$ cat config.mk
export PLATFORM = sky130hd
export DESIGN_NAME = text_console_writer
export DESIGN_NICKNAME = d
export VERILOG_FILES = /design/src/rtl/vga_text_pkg.sv /design/src/rtl/console_cursor.sv /design/src/rtl/text_console_writer.sv
export SDC_FILE = /design/constraint.sdc
export NUM_CORES = 1
export LEC_CHECK = 0
export ABC_AREA = 1
export ABC_CLOCK_PERIOD_IN_PS = 2350
export CORE_MARGIN = 2
export CORE_UTILIZATION = 45
export DETAILED_ROUTE_END_ITERATION = 12
export PLACE_DENSITY_LB_ADDON = 0.05
export RECOVER_POWER = 25
export SYNTH_ARGS = -nofsm -noshare
export SYNTH_HDL_FRONTEND = slang
export SYNTH_HIERARCHICAL = 1
export SYNTH_SLANG_ARGS = --single-unit
$ cat constraint.sdc
create_clock -name cpu_clk -period 2.35 [get_ports cpu_clk]
set_input_delay 0.47 -clock cpu_clk [delete_from_list [all_inputs] [get_ports cpu_clk]]
set_output_delay 0.47 -clock cpu_clk [all_outputs]
set_load 0.01 [all_outputs]
$ cat src/rtl/vga_text_pkg.sv
// vga_text_pkg: shared control codes, FSM/cursor enums and default geometry for the text console
package vga_text_pkg;
    localparam int N_COL_DEF = 80;
    localparam int N_ROW_DEF = 30;
    localparam logic [7:0] CHR_BS = 8'h08;
    localparam logic [7:0] CHR_LF = 8'h0A;
    localparam logic [7:0] CHR_FF = 8'h0C;
    localparam logic [7:0] CHR_CR = 8'h0D;
    typedef enum logic [2:0] {ST_IDLE, ST_PUT, ST_SCR_RD, ST_SCR_WAIT, ST_SCR_WR, ST_CLR} state_e;
    typedef enum logic [2:0] {CUR_NOP, CUR_INC, CUR_LF, CUR_CR, CUR_BS, CUR_HOME} cur_cmd_e;
    function automatic logic is_printable(input logic [7:0] c);
        return c >= 8'h20 && c != 8'h7F;
    endfunction
endpackage

$ cat src/rtl/console_cursor.sv
// console_cursor: row/col cursor counters driven by one-hot-in-time commands from the console FSM
module console_cursor
    import vga_text_pkg::*;
#(
    parameter int N_COL = N_COL_DEF,
    parameter int N_ROW = N_ROW_DEF
) (
    input  logic                     clk,
    input  logic                     rst,
    input  cur_cmd_e                 cmd,
    output logic [$clog2(N_ROW)-1:0] row,
    output logic [$clog2(N_COL)-1:0] col,
    output logic                     last_row_hit
);
    localparam int RW = $clog2(N_ROW);
    localparam int CW = $clog2(N_COL);
    localparam logic [RW-1:0] ROW_LAST = RW'(N_ROW - 1);
    localparam logic [CW-1:0] COL_LAST = CW'(N_COL - 1);

    logic [RW-1:0] row_q, row_d;
    logic [CW-1:0] col_q, col_d;
    logic          col_last;

    assign row = row_q;
    assign col = col_q;
    assign last_row_hit = row_q == ROW_LAST;
    assign col_last = col_q == COL_LAST;

    // Row saturates at the last row; the FSM scrolls the RAM instead of moving the cursor
    always_comb begin
        col_d = (cmd == CUR_HOME || cmd == CUR_CR) ? '0 :
                cmd == CUR_INC ? (col_last ? '0 : col_q + 1'b1) :
                (cmd == CUR_BS && col_q != '0) ? col_q - 1'b1 : col_q;
        row_d = cmd == CUR_HOME ? '0 :
                ((cmd == CUR_LF || (cmd == CUR_INC && col_last)) && !last_row_hit) ? row_q + 1'b1 : row_q;
    end

    // Cursor registers
    always_ff @(posedge clk or posedge rst) begin
        if (rst) begin
            row_q <= '0;
            col_q <= '0;
        end else begin
            row_q <= row_d;
            col_q <= col_d;
        end
    end
endmodule

$ cat src/rtl/text_console_writer.sv
// text_console_writer: byte stream to character-RAM writer with cursor, scroll and clear; TEXT_CONSOLE_VBLANK_SYNC_EN gates RAM strobes to vBlank
module text_console_writer
    import vga_text_pkg::*;
#(
    parameter int          N_COL          = N_COL_DEF,
    parameter int          N_ROW          = N_ROW_DEF,
    parameter int          TEXTADDR_WIDTH = $clog2(N_COL * N_ROW),
    parameter int          RD_LATENCY     = 1,
    parameter logic [7:0]  BLANK_CHAR     = 8'h20
) (
    input  logic                     cpu_clk,
    input  logic                     rst_p,
    input  logic                     in_valid,
    output logic                     in_ready,
    input  logic [7:0]               in_char,
    input  logic [7:0]               in_attr,
    input  logic                     vBlank,
    output logic [15:0]              cpu_addr,
    output logic                     cpu_we,
    output logic                     cpu_oe,
    output logic [15:0]              cpu_dataIn,
    input  logic [15:0]              cpu_dataOut,
    output logic                     busy,
    output logic [$clog2(N_ROW)-1:0] cursor_row,
    output logic [$clog2(N_COL)-1:0] cursor_col
);
    localparam int CELLS = N_COL * N_ROW;
    localparam int IW = $clog2(CELLS);
    localparam int CW = $clog2(N_COL);
    localparam logic [IW-1:0] CELL_LAST = IW'(CELLS - 1);
    localparam logic [IW-1:0] SCR_LAST  = IW'(CELLS - N_COL - 1);
    localparam logic [IW-1:0] CLR_FIRST = IW'(CELLS - N_COL);
    localparam logic [CW-1:0] COL_LAST  = CW'(N_COL - 1);
    localparam logic [7:0]    WAIT_LAST = 8'(RD_LATENCY - 1);

    state_e        state_q, state_d;
    logic [IW-1:0] idx_q, idx_d;
    logic [7:0]    wcnt_q, wcnt_d, attr_q, attr_d, char_q, char_d;
    logic          cpu_we_q, cpu_we_d, cpu_oe_q, cpu_oe_d;
    logic [15:0]   addr_q, addr_d, data_q, data_d;
    logic [31:0]   lin;
    cur_cmd_e      cmd;
    logic          accept, fired, go, stall, last_row_hit;

    function automatic logic [15:0] to_addr(input logic [31:0] a);
        return 16'(a[TEXTADDR_WIDTH-1:0]);
    endfunction

`ifdef TEXT_CONSOLE_VBLANK_SYNC_EN
    assign go = vBlank;
`else
    logic unused_vblank;
    assign unused_vblank = vBlank;
    assign go = 1'b1;
`endif

    assign in_ready   = state_q == ST_IDLE && !rst_p;
    assign accept     = in_valid && in_ready;
    assign fired      = cpu_we_q | cpu_oe_q;
    assign busy       = state_q != ST_IDLE;
    assign cpu_we     = cpu_we_q;
    assign cpu_oe     = cpu_oe_q;
    assign cpu_addr   = addr_q;
    assign cpu_dataIn = data_q;

    console_cursor #(.N_COL(N_COL), .N_ROW(N_ROW)) u_cursor (
        .clk          (cpu_clk),
        .rst          (rst_p),
        .cmd          (cmd),
        .row          (cursor_row),
        .col          (cursor_col),
        .last_row_hit (last_row_hit)
    );

    // State register
    always_ff @(posedge cpu_clk or posedge rst_p) begin
        if (rst_p) state_q <= ST_IDLE;
        else state_q <= state_d;
    end

    // Next state: access states advance only once their strobe has actually gone out
    always_comb begin
        state_d = state_q;
        idx_d   = idx_q;
        wcnt_d  = wcnt_q;
        cmd     = CUR_NOP;
        attr_d  = accept ? in_attr : attr_q;
        char_d  = accept ? in_char : char_q;
        case (state_q)
            ST_IDLE: if (accept) begin
                if (is_printable(in_char)) state_d = ST_PUT;
                else if (in_char == CHR_CR) cmd = CUR_CR;
                else if (in_char == CHR_BS) cmd = CUR_BS;
                else if (in_char == CHR_LF) begin
                    cmd     = CUR_LF;
                    state_d = last_row_hit ? ST_SCR_RD : ST_IDLE;
                    idx_d   = '0;
                end else if (in_char == CHR_FF) begin
                    state_d = ST_CLR;
                    idx_d   = '0;
                end
            end
            ST_PUT: if (fired) begin
                cmd     = CUR_INC;
                state_d = (last_row_hit && cursor_col == COL_LAST) ? ST_SCR_RD : ST_IDLE;
                idx_d   = '0;
            end
            ST_SCR_RD: if (fired) begin
                state_d = ST_SCR_WAIT;
                wcnt_d  = '0;
            end
            ST_SCR_WAIT: begin
                wcnt_d  = wcnt_q + 8'd1;
                state_d = wcnt_q == WAIT_LAST ? ST_SCR_WR : ST_SCR_WAIT;
            end
            ST_SCR_WR: if (fired) begin
                state_d = idx_q == SCR_LAST ? ST_CLR : ST_SCR_RD;
                idx_d   = idx_q == SCR_LAST ? CLR_FIRST : idx_q + 1'b1;
            end
            ST_CLR: if (fired) begin
                state_d = idx_q == CELL_LAST ? ST_IDLE : ST_CLR;
                idx_d   = idx_q + 1'b1;
                cmd     = (idx_q == CELL_LAST && char_q == CHR_FF) ? CUR_HOME : CUR_NOP;
            end
            default: state_d = ST_IDLE;
        endcase
    end

    // Registered RAM outputs for the state being entered; a stalled access keeps its address and data
    always_comb begin
        lin      = 32'(cursor_row) * 32'(N_COL) + 32'(cursor_col);
        stall    = state_d == state_q && !fired &&
                   (state_q == ST_PUT || state_q == ST_SCR_RD || state_q == ST_SCR_WR || state_q == ST_CLR);
        cpu_we_d = go && (state_d == ST_PUT || state_d == ST_SCR_WR || state_d == ST_CLR);
        cpu_oe_d = go && state_d == ST_SCR_RD;
        addr_d   = stall ? addr_q :
                   state_d == ST_PUT ? to_addr(lin) :
                   state_d == ST_SCR_RD ? to_addr(32'(idx_d) + 32'(N_COL)) :
                   (state_d == ST_SCR_WR || state_d == ST_CLR) ? to_addr(32'(idx_d)) : addr_q;
        data_d   = stall ? data_q :
                   state_d == ST_PUT ? {attr_d, char_d} :
                   state_d == ST_SCR_WR ? cpu_dataOut :
                   state_d == ST_CLR ? {attr_d, BLANK_CHAR} : data_q;
    end

    // Datapath and output registers
    always_ff @(posedge cpu_clk or posedge rst_p) begin
        if (rst_p) begin
            idx_q    <= '0;
            wcnt_q   <= '0;
            attr_q   <= '0;
            char_q   <= '0;
            cpu_we_q <= 1'b0;
            cpu_oe_q <= 1'b0;
            addr_q   <= '0;
            data_q   <= '0;
        end else begin
            idx_q    <= idx_d;
            wcnt_q   <= wcnt_d;
            attr_q   <= attr_d;
            char_q   <= char_d;
            cpu_we_q <= cpu_we_d;
            cpu_oe_q <= cpu_oe_d;
            addr_q   <= addr_d;
            data_q   <= data_d;
        end
    end
endmodule

==> metrics.cfg, run 1 <==
[clocking]
clock_path_buffers=2
htreeDepth=3
cts.sinks=81
cts_root_buf=clkbuf_16
path_clk_slew_ns=0.06
cts-buffers-inserted=9
cts_tree=done
clk_latency_ns=0.35

[yosys]
ys_seq_area_frac=0.366
ys_seq_elements=81
ys.flop_type=dfrtp_1
yosys_warnings=6
synth_edf_count=0
syn_inst=749
async_flop_share=1.00
synth_area_per_cell_sq_um=7.39
ys_types=49
syn-cell-area_sq_um=5530

[power_and_ir_drop]
p_total_mw=9.89
power_density_nw_per_um2=1260
irDropWorstVdd_mv=0.609
p_leak_nw=3.73

[routing]
ant_nets=0
wl_per_cell_microns=14.7
wl_microns=15900
vias=5619
drc_errors=0
first_pass_iters=7
drtIter0Drc=484
via_per_inst=5.20

[outcome]
status=finished clean

[timing]
period_share=0.966
rsz0062_at_grt=yes
fin_ws_ns=0.0809
tightest_slew_ns=1.33
whs_ns=0.282
fin_skew_ns=0.00904
slew_violations=0
fmax_mhz=441
tns_ns=0
final_hold_viol_count=0
period_minus_slack_ns=2.27
maxSlewHeadroom=0.117
setup_viol=0

[cells_and_area]
antennaDiodeCount=0
fillers=1066
area_delta_synth_final_pct=41.7
finalNonFillerCells=1080
final_nets=985
final_area_sq_um=7840
drive_above_1_share=0.273
final_core_util=0.652
layout.area.seq_sq_um=2030
multiInputGateArea_sq_um=3300

[die]
initial_core_util=0.461
die_y_microns=115
io-pin-count=84
die_width_microns=115
fp.coreArea_sq_um=12000
rows=40
die_area_sq_um=13200

[global_routing]
grt.overflow.total=0
grt_pass1_vias=5384
grt_max_degree=33
antenna_found_initial=0
grt_pass1_wl_microns=25600
grt_usage=0.244

[critical_path]
end_kind=primary output
startpoint_type=register
cp.required_ns=1.88
critical_path_class=register to primary output
critPathArrivalTime_ns=1.80
crit_fanout=4
rrSetupSlack_ns=0.09

[job]
cap_viol_max_count=0

[placement]
dp_slack_ns=-0.380
dp_hpwl_microns=11500
dp_cells=1034
portBuffers=78
dpl_cell_area_sq_um=6990
gp_congestion=0.955

[worst_hold_path]
worstHoldPathType=input port to async pin

cells in the final DEF, fill, tap and decap left out, types with 5 or more instances in the layout:
| cell | n |
|---|---|
| nand2_1 | 193 |
| buf_4 | 95 |
| dfrtp_1 | 78 |
| nand3_1 | 71 |
| clkdlybuf4s50_1 | 69 |
| inv_1 | 61 |
| nor2_1 | 45 |
| o21ai_0 | 44 |
| nand2_2 | 25 |
| inv_2 | 20 |
| nor2_2 | 14 |
| nand4_1 | 14 |
| ha_1 | 13 |
| a21oi_1 | 12 |
| nand2_4 | 11 |
| o21ai_1 | 11 |
| clkbuf_16 | 11 |
| nor2_4 | 10 |
| xor2_1 | 10 |
| a21oi_2 | 9 |
| dlymetal6s2s_1 | 9 |
| nand3_2 | 8 |
| a31oi_1 | 8 |
| a21boi_0 | 7 |
| clkinv_4 | 6 |
| xnor2_1 | 5 |
| o22ai_1 | 5 |
power by group:
| part | switching (mW) | total [mW] | internal, mW | leakage [nW] |
|---|---|---|---|---|
| Clock | 0.599 | 1.32 | 0.723 | 0.130 |
| Sequential | 0.303 | 2.21 | 1.91 | 1.04 |
| Combinational | 3.45 | 6.36 | 2.90 | 2.56 |
registers in the layout, indices dropped and copies added, names as in the netlist:
register      cells
cpu_dataIn       16
cpu_addr         12
idx_q            12
attr_q            8
char_q            8
wcnt_q            8
u_cursor/col      7
u_cursor/row      5
state_q           3
cpu_oe            1
cpu_we            1
layout make-up:
type / count / area share
Clock buffer: 11 / 0.0297
Clock inverter: 5 / 0.00543
Inverter: 88 / 0.0452
Multi-Input combinational cell: 562 / 0.421
Sequential cell: 81 / 0.259
Tap cell: 147 / 0.0235
Timing Repair Buffer: 185 / 0.216
Timing Repair inverter: 1 / 0.000958
kinds of logic (layout without fill, tap and decap cells):
logic type,after synthesis,after routing,synth area share
buffers and inverters,109,290,0.0903
DFF,81,81,0.366
xor gates and xnor gates,15,15,0.0237
adders and majority gates,21,21,0.0502
and+or+nand+nor,409,409,0.343
other,1,4,0.000678
AOI/OAI and AO/OA,113,113,0.125
cell usage after synthesis (2+ instances only):
library cell | number | area (sq um)
nand2_1 | 215 | 807
a21boi_0 | 7 | 52.6
nand4_1 | 14 | 87.6
fa_1 | 2 | 40.0
o21ai_1 | 6 | 30.0
clkinv_4 | 2 | 17.5
ha_1 | 19 | 238
o21ai_0 | 49 | 245
nor2_4 | 7 | 78.8
or2_2 | 5 | 31.3
xnor2_1 | 5 | 43.8
buf_6 | 5 | 56.3
nor2_2 | 8 | 50.1
nand3_2 | 4 | 40.0
a31oi_1 | 8 | 50.1
o22ai_1 | 5 | 31.3
nand3_4 | 2 | 35.0
dfrtp_1 | 81 | 2030
xor2_1 | 10 | 87.6
nor2_1 | 54 | 203
nand2_2 | 10 | 62.6
buf_2 | 6 | 30.0
nand3_1 | 76 | 380
inv_2 | 11 | 41.3
a22oi_1 | 2 | 15.0
a21oi_4 | 2 | 32.5
inv_1 | 74 | 278
nand2_4 | 4 | 45.0
o211ai_1 | 3 | 22.5
o21ai_2 | 2 | 17.5
a21oi_2 | 3 | 26.3
nor3_1 | 7 | 35.0
clkbuf_1 | 3 | 11.3
buf_4 | 6 | 45.0
a21oi_1 | 18 | 90.1
critical path, stage by stage, from the launching register on:
cell             delay, ns
dfrtp_1               0.40
inv_2                 0.12
nand3_4               0.12
buf_4                 0.16
nor2_1                0.07
clkdlybuf4s50_1       0.57
metal layers:
layer,GRT usage,vias up,share of wire
met5,0,-,0
met4,0.0699,0,0.021
met3,0.0432,26,0.039
met2,0.418,119,0.51
met1,0.318,2680,0.43
li1,-,2794,-
timing repair:
item	4_1_cts	5_1_grt
endpoints found under the setup margin	11	40
buffers inserted	1	26
pin swaps	0	40
hold buffers	0	0
resized for setup	5	107
gates cloned	0	3
final timing paths:
kind                                  from  cells past startpoint         endpoint
max in group asynchronous            rst_p                      3         idx_q[7]
worst min-delay path                 rst_p                      2  u_cursor/col[3]
worst max register to register  state_q[1]                     15      cpu_addr[4]
worst min register to register   attr_q[7]                      2        attr_q[7]
worst max-delay path            state_q[0]                      5         in_ready
min in group cpu_clk            in_char[3]                      3        char_q[3]
(Power assumes the default switching activity.)
==> run 2: changes to the inputs <==
Settings changed: CAP_MARGIN from default to 20, CELL_PAD_IN_SITES_DETAIL_PLACEMENT from default to 0, CELL_PAD_IN_SITES_GLOBAL_PLACEMENT from default to 1, CORE_UTILIZATION 45 to 36, SYNTH_HIERARCHICAL 1 to default.
==> run 2 against run 1 <==
  * Via count shrank 1.4%
  * Design area shrank 3.0%
  * Sequential power increased by 3%
  * Worst hold slack improved by 0.098 ns
  * Utilization down 13 points
  * Total power fell by 7.4%
  * Combinational power is 15% lower
  * Area after synthesis decreased by 3.2%
  * Synthesized cell count shrank 1.3%
  * Clock power is 11% higher
  * Largest cell class unchanged
==> metrics.cfg, run 2 <==
[outcome]
status=finished clean

[critical_path]
crit_chain=ha_4 -> nand3_4 -> nor3_4 -> nand4_4 -> nand2_4 -> nand3_4 -> nor2_4 -> inv_2 -> nor2_4 -> nor2_4 -> nand2_4 -> nand2_8 -> buf_6 -> nor2_4 -> a31oi_4
critical_path_class=register to register
crit_cells=15
startpoint_type=register
crit_path_max_incr_delay_ns=0.40
crit_fanout=8
cp_num_buf_inv=2
cpLargestDelayFamily=simple AND/OR/NAND/NOR gates
critPathArrivalTime_ns=2.53
r2r_cells=15
slowest_stage=dfrtp_1
critPathMostFrequentCell=nor2_4
cp.required_ns=2.58
end_kind=register

[cells_and_area]
final_common_cell=nand2_1
antennaDiodeCount=0
final_cell_mix=180 x nand2_1, 80 x dfrtp_1, 74 x buf_4, 69 x clkdlybuf4s50_1, 68 x inv_1
final_core_util=0.523
multiInputGateArea_sq_um=3170
area_delta_synth_final_pct=41.9
drive_above_1_share=0.224
fillers=1430
layout.area.seq_sq_um=2030
final_nets=949
largest_register_ffs=16

[yosys]
ys_types=47
synthTopCellsByCount=193 x nand2_1, 81 x dfrtp_1, 75 x inv_1, 73 x nor2_1, 64 x nand3_1
synth_edf_count=0
syn_inst=739
yosys_warnings=0
ys_seq_elements=81
synth_top_area_share=0.379
async_flop_share=1.00
ys.flop_type=dfrtp_1
syn-cell-area_sq_um=5360
ys_seq_area_frac=0.379
synth.area.top_cells=dfrtp_1 38%, nand2_1 14%, nand3_1 6.0%
synth_area_per_cell_sq_um=7.25
synth_area_leader_cell=dfrtp_1
yosysMostFrequentCell=nand2_1

[routing]
vias=5541
ant_nets=0
drtIter0Drc=334
first_pass_iters=5
via_per_inst=5.13
wl_per_cell_microns=15.1
wl_microns=16300
drc_errors=0

[clocking]
clk_latency_ns=0.35
path_clk_slew_ns=0.07
cts_root_buf=clkbuf_16
cts_tree=done
ctsHoldBuffers=0
cts-buffers-inserted=9
cts.sinks=81
clock_path_buffers=2
htreeDepth=3

[die]
rows=44
die_area_sq_um=15900
fp.coreArea_sq_um=14500
io-pin-count=84
die_y_microns=126
initial_core_util=0.368
die_width_microns=126

[timing]
maxSlewHeadroom=0.427
tns_ns=0
period_minus_slack_ns=2.30
setup_viol=0
slew_violations=0
fmax_mhz=435
tightest_slew_ns=0.859
final_hold_viol_count=0
rsz0062_at_grt=yes
fin_skew_ns=0.00802
period_share=0.979

[power_and_ir_drop]
p_leak_nw=3.63
irDropWorstVdd_mv=0.662
power_density_nw_per_um2=1200

[global_routing]
antenna_found_initial=0
grt_max_degree=61
grt_usage=0.211
grt.overflow.total=0
grt_pass1_wl_microns=27000
grt_pass1_vias=5475

[job]
cap_viol_max_count=0

[placement]
dp_hpwl_microns=12300
portBuffers=78
gp_congestion=0.906

[worst_hold_path]
worstHoldPathType=input port to async pin

## run 2: worst register-to-register path: cells and delay by family (launching register included)
family	cells	cell delay (ns)
flip-flops	1	0.40
AO/OA/AOI/OAI	1	0.04
AND/OR/NAND/NOR	11	1.37
buffers and inverters	2	0.21
adder cells (fa/ha/maj)	1	0.17
## run 2: path summary, 6_finish.rpt
check	start	endpoint	slack [ns]
max	idx_q[1]	cpu_addr[4]	0.05
min	rst_p	wcnt_q[7]	0.38
max reg2reg	idx_q[1]	cpu_addr[4]	0.05
min reg2reg	attr_q[4]	attr_q[4]	0.48
max in group asynchronous	rst_p	state_q[1]	0.74
min in group cpu_clk	attr_q[4]	attr_q[4]	0.48
## run 2: per-layer routing
layer / wire (microns) / up-vias / GRT usage
met5: 0 / - / 0
met4: 328 / 0 / 0.0756
met3: 659 / 22 / 0.0251
met2: 7870 / 123 / 0.350
met1: 7440 / 2676 / 0.285
li1: - / 2720 / -
## run 2: where the power goes
| part | internal, mW | switching (mW) | total, mW |
|---|---|---|---|
| combinational | 2.46 | 2.94 | 5.40 |
| clock | 0.835 | 0.634 | 1.47 |
| sequential | 1.92 | 0.366 | 2.28 |
## run 2: what timing repair did
action / in CTS / in global routing
setup endpoints to repair: 9 / 41
gates cloned: 0 / 1
pin swaps: 0 / 27
resized for setup: 5 / 78
setup buffers: 0 / 5
## run 2: cell type report
cell class / count / area share
clock buffer: 9 / 0.0296
clock inverter: 7 / 0.0104
inverter: 88 / 0.0453
multi-input combinational: 548 / 0.417
sequential: 81 / 0.267
tap: 184 / 0.0303
timing repair buffer: 164 / 0.201
## run 2: cell families after synthesis
| family | Yosys count | synth area share |
|---|---|---|
| other | 1 | 0.000700 |
| AND/OR/NAND/NOR | 387 | 0.328 |
| adder cells (fa/ha/maj) | 21 | 0.0519 |
| flip-flops | 81 | 0.379 |
| buffers and inverters | 114 | 0.0895 |
| AO/OA/AOI/OAI | 117 | 0.121 |
| multiplexers | 2 | 0.00374 |
| XOR/XNOR | 16 | 0.0262 |
## run 2: metrics by stage
step           worst slack, ns  instances  total power [mW]  hold WS (ns)  area, sq um
2_1_floorplan           -0.926        742              5.08         0.444         5470
3_3_place_gp            -0.382       1059              7.07         0.462         6950
3_5_place_dp            -0.444       1059              7.14         0.466         6950
4_1_cts                 0.0232       1075              8.65         0.485         7270
5_1_grt                -0.0930       1081              9.87         0.427         7600
6_report                0.0493       1081              9.15         0.380         7600
